File: config.mk
export PLATFORM = sky130hd
export DESIGN_NAME = coeff_stream_unpacker_flat
export DESIGN_NICKNAME = d
export VERILOG_FILES = /design/src/rtl/coeff_stream_unpacker_pkg.sv /design/src/rtl/coeff_stream_unpacker_if.sv /design/src/rtl/coeff_stream_unpacker_hdr_decode.sv /design/src/rtl/coeff_stream_unpacker.sv /design/src/flat_wrapper.sv
export SDC_FILE = /design/constraint.sdc
export NUM_CORES = 1
export LEC_CHECK = 0
export CORE_UTILIZATION = 50
export CTS_BUF_LIST = sky130_fd_sc_hd__clkbuf_8 sky130_fd_sc_hd__clkbuf_16
export DETAILED_ROUTE_END_ITERATION = 7
export PLACE_DENSITY = 0.82
export RECOVER_POWER = 50
export SLEW_MARGIN = 25
export SYNTH_ARGS = -nofsm -noshare
export SYNTH_HDL_FRONTEND = slang
export SYNTH_SLANG_ARGS = --single-unit
File: constraint.sdc
create_clock -name clk -period 3.17 [get_ports clk]
set_clock_uncertainty 0.1 [all_clocks]
set_input_delay 0.7925 -clock clk [delete_from_list [all_inputs] [get_ports clk]]
set_output_delay 0.7925 -clock clk [all_outputs]
set_load 0.005 [all_outputs]
File: src/rtl/coeff_stream_unpacker_pkg.sv
// -----------------------------------------------------------------------------
// coeff_stream_unpacker_pkg
// Shared definitions for the coefficient packet stream: header sync byte,
// header field bit positions, packet length and the unpacker state encoding.
// The output parser imports the same package, so the header format is
// defined in one place only.
//
// Optional feature macro: UNPACK_CHECKSUM_EN (adds a trailing XOR word).
// -----------------------------------------------------------------------------
package coeff_stream_unpacker_pkg;

  // Header word layout
  localparam logic [7:0] HDR_SYNC_BYTE = 8'hA5;
  localparam int SYNC_HI       = 31;
  localparam int SYNC_LO       = 24;
  localparam int MODE_HI       = 23;
  localparam int MODE_LO       = 22;
  localparam int MBX_HI        = 21;
  localparam int MBX_LO        = 16;
  localparam int MBY_HI        = 15;
  localparam int MBY_LO        = 10;
  localparam int IDX_HI        = 9;
  localparam int IDX_LO        = 6;
  localparam int FRAME_END_BIT = 0;

  // Packet length: one header, four payload words, optionally one checksum word
  localparam int PKT_DATA_WORDS = 4;
`ifdef UNPACK_CHECKSUM_EN
  localparam int PKT_WORDS = PKT_DATA_WORDS + 2;
`else
  localparam int PKT_WORDS = PKT_DATA_WORDS + 1;
`endif

  typedef enum logic [1:0] {
    HDR  = 2'd0,
    DATA = 2'd1,
    CHK  = 2'd2,
    OUT  = 2'd3
  } state_e;

  // Decoded header tag fields
  typedef struct packed {
    logic [1:0] mode;
    logic [5:0] mb_x;
    logic [5:0] mb_y;
    logic [3:0] idx;
    logic       frame_end;
  } hdr_t;

endpackage

File: src/rtl/coeff_stream_unpacker_if.sv
// -----------------------------------------------------------------------------
// coeff_stream_unpacker_if
// Bundles the word-FIFO read port and the block output handshake of the
// unpacker.
//   master : the unpacker side (pops the FIFO, drives the block)
//   slave  : the environment side (FIFO source and block consumer)
// Signals:
//   fifo_empty / fifo_rd_en / fifo_dout / fifo_valid : FIFO read port
//   blk_flat / blk_valid / blk_ready                  : block handshake
//   blk_mode / blk_mb_x / blk_mb_y / blk_idx          : block tags
//   frame_complete                                    : end-of-frame pulse
// -----------------------------------------------------------------------------
interface coeff_stream_unpacker_if;

  logic         fifo_empty;
  logic         fifo_rd_en;
  logic [31:0]  fifo_dout;
  logic         fifo_valid;

  logic [127:0] blk_flat;
  logic         blk_valid;
  logic         blk_ready;
  logic [1:0]   blk_mode;
  logic [5:0]   blk_mb_x;
  logic [5:0]   blk_mb_y;
  logic [3:0]   blk_idx;
  logic         frame_complete;

  modport master (
    input  fifo_empty, fifo_dout, fifo_valid, blk_ready,
    output fifo_rd_en, blk_flat, blk_valid, blk_mode, blk_mb_x, blk_mb_y,
           blk_idx, frame_complete
  );

  modport slave (
    output fifo_empty, fifo_dout, fifo_valid, blk_ready,
    input  fifo_rd_en, blk_flat, blk_valid, blk_mode, blk_mb_x, blk_mb_y,
           blk_idx, frame_complete
  );

endinterface

File: src/rtl/coeff_stream_unpacker_hdr_decode.sv
// -----------------------------------------------------------------------------
// coeff_stream_unpacker_hdr_decode
// Combinational split of a header word into its tag fields plus the sync
// byte compare.
// Ports:
//   hdr_word : candidate header word from the FIFO
//   fields   : mode, mb_x, mb_y, idx, frame_end
//   sync_ok  : high when bits [31:24] equal SYNC_BYTE
// Bits [5:1] are reserved and ignored.
// -----------------------------------------------------------------------------
module coeff_stream_unpacker_hdr_decode
  import coeff_stream_unpacker_pkg::*;
#(
  parameter logic [7:0] SYNC_BYTE = HDR_SYNC_BYTE
) (
  input  logic [31:0] hdr_word,
  output hdr_t        fields,
  output logic        sync_ok
);

  logic unused_rsvd_s;

  // Field split and sync compare
  always_comb begin
    fields.mode      = hdr_word[MODE_HI:MODE_LO];
    fields.mb_x      = hdr_word[MBX_HI:MBX_LO];
    fields.mb_y      = hdr_word[MBY_HI:MBY_LO];
    fields.idx       = hdr_word[IDX_HI:IDX_LO];
    fields.frame_end = hdr_word[FRAME_END_BIT];
    sync_ok          = (hdr_word[SYNC_HI:SYNC_LO] == SYNC_BYTE);
  end

  // Reserved bits are deliberately ignored
  assign unused_rsvd_s = ^hdr_word[IDX_LO-1:FRAME_END_BIT+1];

endmodule

File: src/rtl/coeff_stream_unpacker.sv
// -----------------------------------------------------------------------------
// coeff_stream_unpacker
// Pops 32-bit words from a word FIFO, validates a header word (sync byte),
// reassembles the following payload words into one 128-bit 4x4 block and
// presents it with a valid/ready handshake, tagged with mode, macroblock
// coordinates and block index. frame_complete pulses when a block whose
// header frame_end bit was set is accepted.
//
// Ports:
//   clk, rst_n    : clock, asynchronous active-low reset
//   bus (master)  : FIFO read port and block output handshake
//   sync_err_cnt  : saturating count of rejected header (or checksum) words
//   busy          : high unless idle in HDR with no read outstanding
//
// Build option: `define UNPACK_CHECKSUM_EN to expect a sixth word per packet
// holding the XOR of header and payload; mismatching packets are dropped.
// -----------------------------------------------------------------------------
module coeff_stream_unpacker
  import coeff_stream_unpacker_pkg::*;
#(
  parameter logic [7:0] SYNC_BYTE  = HDR_SYNC_BYTE,
  parameter int         DATA_WORDS = PKT_DATA_WORDS,
  parameter int         ERR_CNT_W  = 8
) (
  input  logic                    clk,
  input  logic                    rst_n,
  coeff_stream_unpacker_if.master bus,
  output logic [ERR_CNT_W-1:0]    sync_err_cnt,
  output logic                    busy
);

  localparam logic [1:0] LAST_WORD = 2'(DATA_WORDS - 1);

  state_e               state_q, state_d;
  logic                 outstanding_q, outstanding_d;
  logic [1:0]           word_cnt_q, word_cnt_d;
  logic [127:0]         blk_flat_q, blk_flat_d;
  hdr_t                 hdr_q, hdr_d;
  logic                 blk_valid_q, blk_valid_d;
  logic                 frame_complete_q, frame_complete_d;
  logic [ERR_CNT_W-1:0] err_cnt_q, err_cnt_d;
  logic                 busy_q, busy_d;
`ifdef UNPACK_CHECKSUM_EN
  logic [31:0]          chk_acc_q, chk_acc_d;
`endif

  hdr_t hdr_s;
  logic sync_ok_s;
  logic read_state_s;
  logic rd_en_s;
  logic word_acc_s;

  // Increment that sticks at all-ones
  function automatic logic [ERR_CNT_W-1:0] sat_inc(input logic [ERR_CNT_W-1:0] v);
    if (&v) begin
      return v;
    end else begin
      return v + {{(ERR_CNT_W-1){1'b0}}, 1'b1};
    end
  endfunction

  coeff_stream_unpacker_hdr_decode #(
    .SYNC_BYTE (SYNC_BYTE)
  ) u_hdr_decode (
    .hdr_word (bus.fifo_dout),
    .fields   (hdr_s),
    .sync_ok  (sync_ok_s)
  );

  // Read issue, next-state and datapath update
  always_comb begin
    state_d          = state_q;
    outstanding_d    = outstanding_q;
    word_cnt_d       = word_cnt_q;
    blk_flat_d       = blk_flat_q;
    hdr_d            = hdr_q;
    blk_valid_d      = blk_valid_q;
    frame_complete_d = 1'b0;
    err_cnt_d        = err_cnt_q;
`ifdef UNPACK_CHECKSUM_EN
    chk_acc_d        = chk_acc_q;
    read_state_s     = (state_q == HDR) || (state_q == DATA) || (state_q == CHK);
`else
    read_state_s     = (state_q == HDR) || (state_q == DATA);
`endif

    // Only one read in flight; a word is taken only when we asked for it,
    // which also discards a stray fifo_valid right after reset.
    rd_en_s    = !bus.fifo_empty && read_state_s && !outstanding_q;
    word_acc_s = bus.fifo_valid && outstanding_q;

    if (rd_en_s) begin
      outstanding_d = 1'b1;
    end else if (word_acc_s) begin
      outstanding_d = 1'b0;
    end else begin
      outstanding_d = outstanding_q;
    end

    case (state_q)
      HDR: begin
        if (word_acc_s) begin
          if (sync_ok_s) begin
            hdr_d      = hdr_s;
            word_cnt_d = 2'd0;
            state_d    = DATA;
`ifdef UNPACK_CHECKSUM_EN
            chk_acc_d  = bus.fifo_dout;
`endif
          end else begin
            err_cnt_d = sat_inc(err_cnt_q);
          end
        end else begin
          state_d = HDR;
        end
      end

      DATA: begin
        if (word_acc_s) begin
          // Slot k occupies bits [127-32k : 96-32k]
          case (word_cnt_q)
            2'd0:    blk_flat_d[127:96] = bus.fifo_dout;
            2'd1:    blk_flat_d[95:64]  = bus.fifo_dout;
            2'd2:    blk_flat_d[63:32]  = bus.fifo_dout;
            2'd3:    blk_flat_d[31:0]   = bus.fifo_dout;
            default: blk_flat_d         = blk_flat_q;
          endcase
          word_cnt_d = word_cnt_q + 2'd1;
`ifdef UNPACK_CHECKSUM_EN
          chk_acc_d  = chk_acc_q ^ bus.fifo_dout;
`endif
          if (word_cnt_q == LAST_WORD) begin
`ifdef UNPACK_CHECKSUM_EN
            state_d     = CHK;
`else
            state_d     = OUT;
            blk_valid_d = 1'b1;
`endif
          end else begin
            state_d = DATA;
          end
        end else begin
          state_d = DATA;
        end
      end

`ifdef UNPACK_CHECKSUM_EN
      CHK: begin
        if (word_acc_s) begin
          if (bus.fifo_dout == chk_acc_q) begin
            state_d     = OUT;
            blk_valid_d = 1'b1;
          end else begin
            // Corrupt packet: drop the block silently apart from the counter
            state_d   = HDR;
            err_cnt_d = sat_inc(err_cnt_q);
          end
        end else begin
          state_d = CHK;
        end
      end
`endif

      OUT: begin
        if (blk_valid_q && bus.blk_ready) begin
          blk_valid_d      = 1'b0;
          frame_complete_d = hdr_q.frame_end;
          state_d          = HDR;
        end else begin
          state_d = OUT;
        end
      end

      default: begin
        state_d     = HDR;
        blk_valid_d = 1'b0;
      end
    endcase

    busy_d = !((state_d == HDR) && !outstanding_d);
  end

  // State and output registers
  always_ff @(posedge clk or negedge rst_n) begin
    if (!rst_n) begin
      state_q          <= HDR;
      outstanding_q    <= 1'b0;
      word_cnt_q       <= 2'd0;
      blk_flat_q       <= 128'd0;
      hdr_q            <= '0;
      blk_valid_q      <= 1'b0;
      frame_complete_q <= 1'b0;
      err_cnt_q        <= '0;
      busy_q           <= 1'b0;
`ifdef UNPACK_CHECKSUM_EN
      chk_acc_q        <= 32'd0;
`endif
    end else begin
      state_q          <= state_d;
      outstanding_q    <= outstanding_d;
      word_cnt_q       <= word_cnt_d;
      blk_flat_q       <= blk_flat_d;
      hdr_q            <= hdr_d;
      blk_valid_q      <= blk_valid_d;
      frame_complete_q <= frame_complete_d;
      err_cnt_q        <= err_cnt_d;
      busy_q           <= busy_d;
`ifdef UNPACK_CHECKSUM_EN
      chk_acc_q        <= chk_acc_d;
`endif
    end
  end

  assign bus.fifo_rd_en     = rd_en_s;
  assign bus.blk_flat       = blk_flat_q;
  assign bus.blk_valid      = blk_valid_q;
  assign bus.blk_mode       = hdr_q.mode;
  assign bus.blk_mb_x       = hdr_q.mb_x;
  assign bus.blk_mb_y       = hdr_q.mb_y;
  assign bus.blk_idx        = hdr_q.idx;
  assign bus.frame_complete = frame_complete_q;
  assign sync_err_cnt       = err_cnt_q;
  assign busy               = busy_q;

endmodule
File: src/flat_wrapper.sv
// flat-port wrapper written by rule: the top's interface ports become plain ports
module coeff_stream_unpacker_flat import coeff_stream_unpacker_pkg::*;
#(
  parameter logic [7:0] SYNC_BYTE  = HDR_SYNC_BYTE,
  parameter int         DATA_WORDS = PKT_DATA_WORDS,
  parameter int         ERR_CNT_W  = 8
)
  (clk, rst_n, sync_err_cnt, busy, bus_fifo_empty, bus_fifo_dout, bus_fifo_valid, bus_blk_ready, bus_fifo_rd_en, bus_blk_flat, bus_blk_valid, bus_blk_mode, bus_blk_mb_x, bus_blk_mb_y, bus_blk_idx, bus_frame_complete);
  coeff_stream_unpacker_if bus_i ();
  input  logic clk;
  input  logic rst_n;
  output logic [ERR_CNT_W-1:0] sync_err_cnt;
  output logic busy;
  input wire logic [$bits(bus_i.fifo_empty)-1:0] bus_fifo_empty;
  input wire logic [$bits(bus_i.fifo_dout)-1:0] bus_fifo_dout;
  input wire logic [$bits(bus_i.fifo_valid)-1:0] bus_fifo_valid;
  input wire logic [$bits(bus_i.blk_ready)-1:0] bus_blk_ready;
  output wire logic [$bits(bus_i.fifo_rd_en)-1:0] bus_fifo_rd_en;
  output wire logic [$bits(bus_i.blk_flat)-1:0] bus_blk_flat;
  output wire logic [$bits(bus_i.blk_valid)-1:0] bus_blk_valid;
  output wire logic [$bits(bus_i.blk_mode)-1:0] bus_blk_mode;
  output wire logic [$bits(bus_i.blk_mb_x)-1:0] bus_blk_mb_x;
  output wire logic [$bits(bus_i.blk_mb_y)-1:0] bus_blk_mb_y;
  output wire logic [$bits(bus_i.blk_idx)-1:0] bus_blk_idx;
  output wire logic [$bits(bus_i.frame_complete)-1:0] bus_frame_complete;
  assign bus_i.fifo_empty = bus_fifo_empty;
  assign bus_i.fifo_dout = bus_fifo_dout;
  assign bus_i.fifo_valid = bus_fifo_valid;
  assign bus_i.blk_ready = bus_blk_ready;
  assign bus_fifo_rd_en = bus_i.fifo_rd_en;
  assign bus_blk_flat = bus_i.blk_flat;
  assign bus_blk_valid = bus_i.blk_valid;
  assign bus_blk_mode = bus_i.blk_mode;
  assign bus_blk_mb_x = bus_i.blk_mb_x;
  assign bus_blk_mb_y = bus_i.blk_mb_y;
  assign bus_blk_idx = bus_i.blk_idx;
  assign bus_frame_complete = bus_i.frame_complete;
  coeff_stream_unpacker #(.SYNC_BYTE(SYNC_BYTE), .DATA_WORDS(DATA_WORDS), .ERR_CNT_W(ERR_CNT_W)) u_core (.clk(clk), .rst_n(rst_n), .bus(bus_i), .sync_err_cnt(sync_err_cnt), .busy(busy));
endmodule
==> results by group, run 1 <==
Synthesis
  – Post-synthesis instance area: 6370 um^2
  – Nets in the synthesized netlist: 447
  – Average footprint of a synthesized cell: 15.7 um^2
  – Most instantiated flip-flop cell in the synthesis netlist: dfrtp_1
  – Seq cells post-synth: 163
  – Async set-or-reset flop fraction in the synthesized netlist: 100%
  – Cell accounting for the most synthesized area: dfrtp_1
  – Gate Count Post-Synth: 405
  – Number of warnings issued by yosys: 0
  – Number of synthesized flops with an enable pin: 0
  – Yosys cell types: 26
  – Synth top area cells: dfrtp_1, mux2_2, buf_4
  – Part of the Yosys area used for sequential elements: 64.0%
  – Fraction of synthesized cell area taken by the top area cell type: 64.0%

Finish
  – Layout filler cell count: 837
  – Most common library cell in the layout ignoring fill and taps: dfrtp_1
  – Post-Layout Inst Area: 9010 um^2
  – Number of nets at the end of the flow: 639
  – Layout-stage area growth over the synthesis result: 41.5%
  – Antenna Diode Count: 0
  – Layout cells sized above 1: 29.3%
  – Top library cells by usage in the layout, fill and taps aside: dfrtp_1, clkdlybuf4s50_1, mux2_2

Clocking
  – H-tree depth reported by CTS: 4
  – Cts-stage hold buffer count: 0
  – Post-CTS repair timing setup buffer count: 0
  – Clk Latency, worst-skew pair: 0.42 ns
  – Reg clk slew, reported paths: 0.06 ns
  – Clock Root Buffer: clkbuf_16
  – Post-cts resize count: 0
  – Clock sink total: 163
  – CTS Buf Count: 17
  – CTS tree: done
  – Number of buffers between clock root and the deepest sink: 2

Routing
  – WL final: 14.8 mm
  – Mean number of vias per cell: 5.19
  – Number of iterations in the first detailed-routing pass: 4
  – Routed wire length per instance: 19.0 um
  – Initial DRC count: 173
  – Number of vias after detailed routing: 4024
  – Number of nets still failing antenna checks after routing: 0
  – Post-route DRC violation count: 0

Floorplan
  – Num ports: 195
  – Die W: 115 um
  – Core Box Area: 12200 um^2
  – Number of rows created at floorplan: 40
  – Die area: 13200 um^2
  – Initial core utilization: 52.2%
  – DIE HEIGHT: 115 um

Timing
  – Unrepaired setup endpoints after global routing: no
  – Rel. slew slack: -20.1%
  – Max Clk Rate: 350 MHz
  – Fin crit period: 2.86 ns
  – Final Max Slew Viols: 67
  – Final Hold Fails: 0
  – Final sum of negative setup slack: 0 ns
  – Worst Tran Pin Value: 1.80 ns
  – Final Cycle Share: 90.2%
  – Total setup violations reported at the end of the flow: 0

Critical path
  – Maximum fanout encountered on the critical timing path: 2
  – Crit. End Element: output pin
  – Setup crit start kind: primary input
  – Required time of the critical path: 2.28 ns
  – Arrival time at the worst endpoint: 1.97 ns
  – Length in cells of the worst reg-to-reg path: 5
  – WS Path Type: primary input to output pin

Power
  – Highest ir drop seen on vdd: 437 uV
  – Static power due to leakage: 4.53 nW
  – Cell area power density: 567 nW/um^2

Run status
  – Violations in the final reports: capacitance limit, slew limit
  – Outcome: finished with violations

GRT
  – Overall routing resource usage: 24.3%
  – Number of antenna violations at the first check in global routing: 0
  – Grt total ovfl: 0
  – Pin count of the biggest net entering global routing: 59
  – Wire length of the first global-routing pass: 23.6 mm
  – Vias in the first global route: 4271

Place
  – Placer congestion estimate: 0.745
  – Detailed-placement wirelength estimate: 10.4 mm
  – Number of buffer cells added on primary ports: 194
  – Cell Area, Placed: 8460 um^2

Hold path
  – Type of the most critical hold path: primary input to asynchronous set/reset pin

Job
  – Maximum Capacitance Violations: 2
[flip-flops by register name (all words and copies together), names as in the netlist]
signal                     cells
u_core.bus.blk_flat          128
u_core.sync_err_cnt            8
u_core.bus.blk_mb_x            6
u_core.bus.blk_mb_y            6
u_core.bus.blk_idx             4
u_core.bus.blk_mode            2
u_core.state_q                 2
u_core.word_cnt_q              2
u_core.bus.blk_valid           1
u_core.bus.frame_complete      1
u_core.busy                    1
u_core.hdr_q                   1
u_core.outstanding_q           1
[worst max-delay path: stages]
cell             delay [ns]
clkdlybuf4s50_1        0.40
nor3_1                 0.22
clkdlybuf4s50_1        0.55
[routing by layer]
metal,up-vias,global-route usage (%),part of all wire [%]
met5,-,0,0
met4,0,8.83,1.4
met3,19,8.59,8.1
met2,133,39.4,51
met1,2071,30.2,40
li1,1801,-,-
[path summary, 6_finish.rpt]
path	start	endpoint	slack (ns)
min in group clk	u_core.bus.blk_flat[88]	u_core.bus.blk_flat[88]	0.39
min	rst_n	u_core.sync_err_cnt[4]	0.17
max reg2reg	u_core.state_q[1]	u_core.bus.blk_flat[4]	0.81
max in group asynchronous	rst_n	u_core.bus.blk_flat[14]	0.76
min reg2reg	u_core.bus.blk_flat[88]	u_core.bus.blk_flat[88]	0.39
max	bus_fifo_empty	bus_fifo_rd_en	0.31
[kinds of logic (layout without fill, tap and decap cells)]
logic type | Yosys count | in the layout | share of synthesized area [%]
flops | 163 | 163 | 64.0
mux | 149 | 149 | 26.3
buf+inv | 36 | 239 | 3.46
compound gates | 8 | 8 | 0.903
simple gates | 39 | 39 | 3.63
xor+xnor | 5 | 5 | 0.687
fa+ha+maj | 5 | 5 | 0.982
[report_power, final]
group	leakage, nW	internal, mW	total, mW	switching, mW
Sequential	2.24	2.25	2.37	0.126
Clock	0.310	1.31	2.07	0.760
Combinational	1.98	0.415	0.670	0.255
Total	4.53	3.97	5.11	1.14
[Yosys cell counts, types with 2 or more instances]
cell type,number
dfrtp_1,163
mux2_2,137
buf_4,18
buf_2,14
nand2_1,14
mux2_1,12
nand3_1,7
ha_1,5
xor2_1,5
inv_1,4
nor2_1,4
nor3_1,3
o21ai_0,3
a31oi_1,2
and4bb_4,2
nor4_1,2
[final cells by class]
class / count / area [um^2] / area share [%]
clock inverter: 5 / 72.6 / 0.805
timing repair buffer: 205 / 2050 / 22.7
multi-input combinational: 206 / 2060 / 22.8
inverter: 4 / 15.0 / 0.167
clock buffer: 25 / 536 / 5.94
tap: 168 / 210 / 2.33
sequential: 163 / 4080 / 45.2
[through the flow]
| step | setup WS [ns] | util [%] | power, mW | hold WS, ns | instances |
|---|---|---|---|---|---|
| 2_1_floorplan | 1.05 | - | 2.61 | 0.380 | 405 |
| 3_3_place_gp | 0.338 | 69.3 | 3.07 | 0.375 | 746 |
| 3_5_place_dp | 0.302 | 69.3 | 3.10 | 0.381 | 746 |
| 4_1_cts | 0.294 | 74.2 | 5.18 | 0.184 | 776 |
| 5_1_grt | 0.246 | 73.8 | 5.33 | 0.199 | 776 |
| 6_report | 0.312 | 73.8 | 5.11 | 0.171 | 776 |
Power figures use the tool's default switching activity.
==> run 2: changes to the inputs <==
--- a/config.mk
+++ b/config.mk
@@ -5,9 +5,11 @@
 export SDC_FILE = /design/constraint.sdc
 export NUM_CORES = 1
 export LEC_CHECK = 0
+export CORE_ASPECT_RATIO = 0.9
 export CORE_UTILIZATION = 50
 export CTS_BUF_LIST = sky130_fd_sc_hd__clkbuf_8 sky130_fd_sc_hd__clkbuf_16
 export DETAILED_ROUTE_END_ITERATION = 7
+export GPL_TIMING_DRIVEN = 0
 export PLACE_DENSITY = 0.82
 export RECOVER_POWER = 50
 export SLEW_MARGIN = 25
==> results by group, run 2 (same netlist as run 1, synthesis figures left out) <==
Finish
  – Number of nets at the end of the flow: 661
  – Most common library cell in the layout ignoring fill and taps: dfrtp_1
  – Antenna Diode Count: 0
  – Register area: 4080 um^2
  – Layout-stage area growth over the synthesis result: 43.4%
  – Flip-flop count of the largest register after layout: 128
  – Post-Layout Inst Area: 9140 um^2
  – Area occupied by multi-input gates: 2050 um^2
  – Top library cells by usage in the layout, fill and taps aside: dfrtp_1, mux2_2, clkdlybuf4s50_1
  – Layout cells sized above 1: 31.8%
  – Layout filler cell count: 745

Timing
  – Final Cycle Share: 91.8%
  – Final Max Slew Viols: 78
  – Worst Tran Pin Value: 1.89 ns
  – Max Clk Rate: 344 MHz
  – Final Hold Fails: 0
  – Rel. slew slack: -26.0%
  – Total setup violations reported at the end of the flow: 0
  – Final sum of negative setup slack: 0 ns
  – Unrepaired setup endpoints after global routing: no
  – Fin crit period: 2.91 ns
  – Post-route worst hold slack: 0.395 ns

Place
  – Placer congestion estimate: 0.781
  – Detailed-placement wirelength estimate: 10.4 mm
  – Cell Area, Placed: 8550 um^2
  – Number of buffer cells added on primary ports: 194

Critical path
  – Sequence of cells on the critical path: clkdlybuf4s50_1 > nor3_1 > clkdlybuf4s50_1
  – Kind of cell adding the most delay to the critical path: buffers and inverters
  – Crit. End Element: output pin
  – Required time of the critical path: 2.28 ns
  – Reg-to-reg setup timing slack: 0.72 ns
  – Crit path top cell by count: clkdlybuf4s50_1
  – Maximum fanout encountered on the critical timing path: 2
  – CP endpoint: bus_fifo_rd_en
  – Slowest stage cell, crit path: clkdlybuf4s50_1
  – CP peak stage delay: 0.59 ns
  – Setup crit start kind: primary input
  – Length in cells of the worst reg-to-reg path: 5
  – Buffers and inverters on the worst path: 2
  – RR Endpoint: u_core.bus.blk_flat[26]
  – FF-to-FF Start: u_core.state_q[1]
  – Worst Setup SP: bus_fifo_empty
  – Number of logic stages on the critical path including buffering: 3
  – WS Path Type: primary input to output pin
  – Arrival time at the worst endpoint: 2.02 ns

Job
  – Maximum Capacitance Violations: 1

GRT
  – Number of antenna violations at the first check in global routing: 0
  – Overall routing resource usage: 23.9%
  – Grt total ovfl: 0
  – Vias in the first global route: 4428
  – Pin count of the biggest net entering global routing: 88
  – Wire length of the first global-routing pass: 23.2 mm

Clocking
  – CTS tree: done
  – Number of buffers between clock root and the deepest sink: 2
  – Post-CTS repair timing setup buffer count: 0
  – Clock sink total: 163
  – Clk Latency, worst-skew pair: 0.42 ns
  – Post-cts resize count: 0
  – Reg clk slew, reported paths: 0.06 ns
  – H-tree depth reported by CTS: 4
  – Cts-stage hold buffer count: 0
  – CTS Buf Count: 17
  – Clock Root Buffer: clkbuf_16

Floorplan
  – Die area: 13200 um^2
  – Initial core utilization: 52.2%
  – Die W: 121 um
  – DIE HEIGHT: 109 um
  – Number of rows created at floorplan: 38
  – Core Box Area: 12200 um^2
  – Num ports: 195

Routing
  – Number of iterations in the first detailed-routing pass: 6
  – Number of vias after detailed routing: 4075
  – WL final: 14.9 mm
  – Initial DRC count: 241
  – Post-route DRC violation count: 0
  – Mean number of vias per cell: 5.15
  – Number of nets still failing antenna checks after routing: 0
  – Routed wire length per instance: 18.8 um

Run status
  – Violations in the final reports: capacitance limit, slew limit
  – Outcome: finished with violations

Hold path
  – Type of the most critical hold path: register to register

Power
  – Highest ir drop seen on vdd: 442 uV
  – Static power due to leakage: 4.67 nW
  – Cell area power density: 574 nW/um^2
run 2: per-stage QoR:
| stage | total power [mW] | cells | setup slack (ns) | utilization [%] |
|---|---|---|---|---|
| floorplan | 2.61 | 405 | 1.05 | - |
| global placement | 3.06 | 759 | -5.02 | 69.7 |
| detailed placement | 3.11 | 760 | 0.291 | 69.9 |
| CTS | 5.33 | 792 | 0.243 | 75.2 |
| global route | 5.45 | 792 | 0.126 | 74.8 |
| finish | 5.25 | 792 | 0.261 | 74.8 |
run 2: worst min path at each step:
stage                             start                  endpoint  cells past startpoint
2_1_floorplan           u_core.hdr_q[0]           u_core.hdr_q[0]                      1
3_3_place_gp    u_core.bus.blk_flat[23]   u_core.bus.blk_flat[23]                      1
3_5_place_dp    u_core.bus.blk_flat[25]   u_core.bus.blk_flat[25]                      1
4_1_cts                           rst_n    u_core.sync_err_cnt[2]                      1
5_1_grt         u_core.bus.blk_flat[34]   u_core.bus.blk_flat[34]                      1
6_report       u_core.bus.blk_flat[125]  u_core.bus.blk_flat[125]                      1
run 2: routing by layer:
| metal | vias up | track usage, % | share of wire [%] |
|---|---|---|---|
| met5 | - | 0 | 0 |
| met1 | 2078 | 26.9 | 40 |
| met2 | 134 | 40.4 | 51 |
| met4 | 0 | 7.76 | 1.2 |
| li1 | 1846 | - | - |
| met3 | 17 | 10.8 | 8.6 |
run 2: final cells by class:
class / instances / area share, %
timing repair buffer: 195 / 21.3
clock inverter: 13 / 2.08
sequential: 163 / 44.6
inverter: 4 / 0.164
tap: 160 / 2.19
multi-input combinational: 206 / 22.5
buffer: 32 / 2.22
clock buffer: 19 / 4.96
run 2: where the power goes:
part,leakage [nW],internal (mW),switching [mW]
Clock,0.330,1.43,0.782
Combinational,2.10,0.416,0.256
Sequential,2.24,2.24,0.125
Total,4.67,4.09,1.16
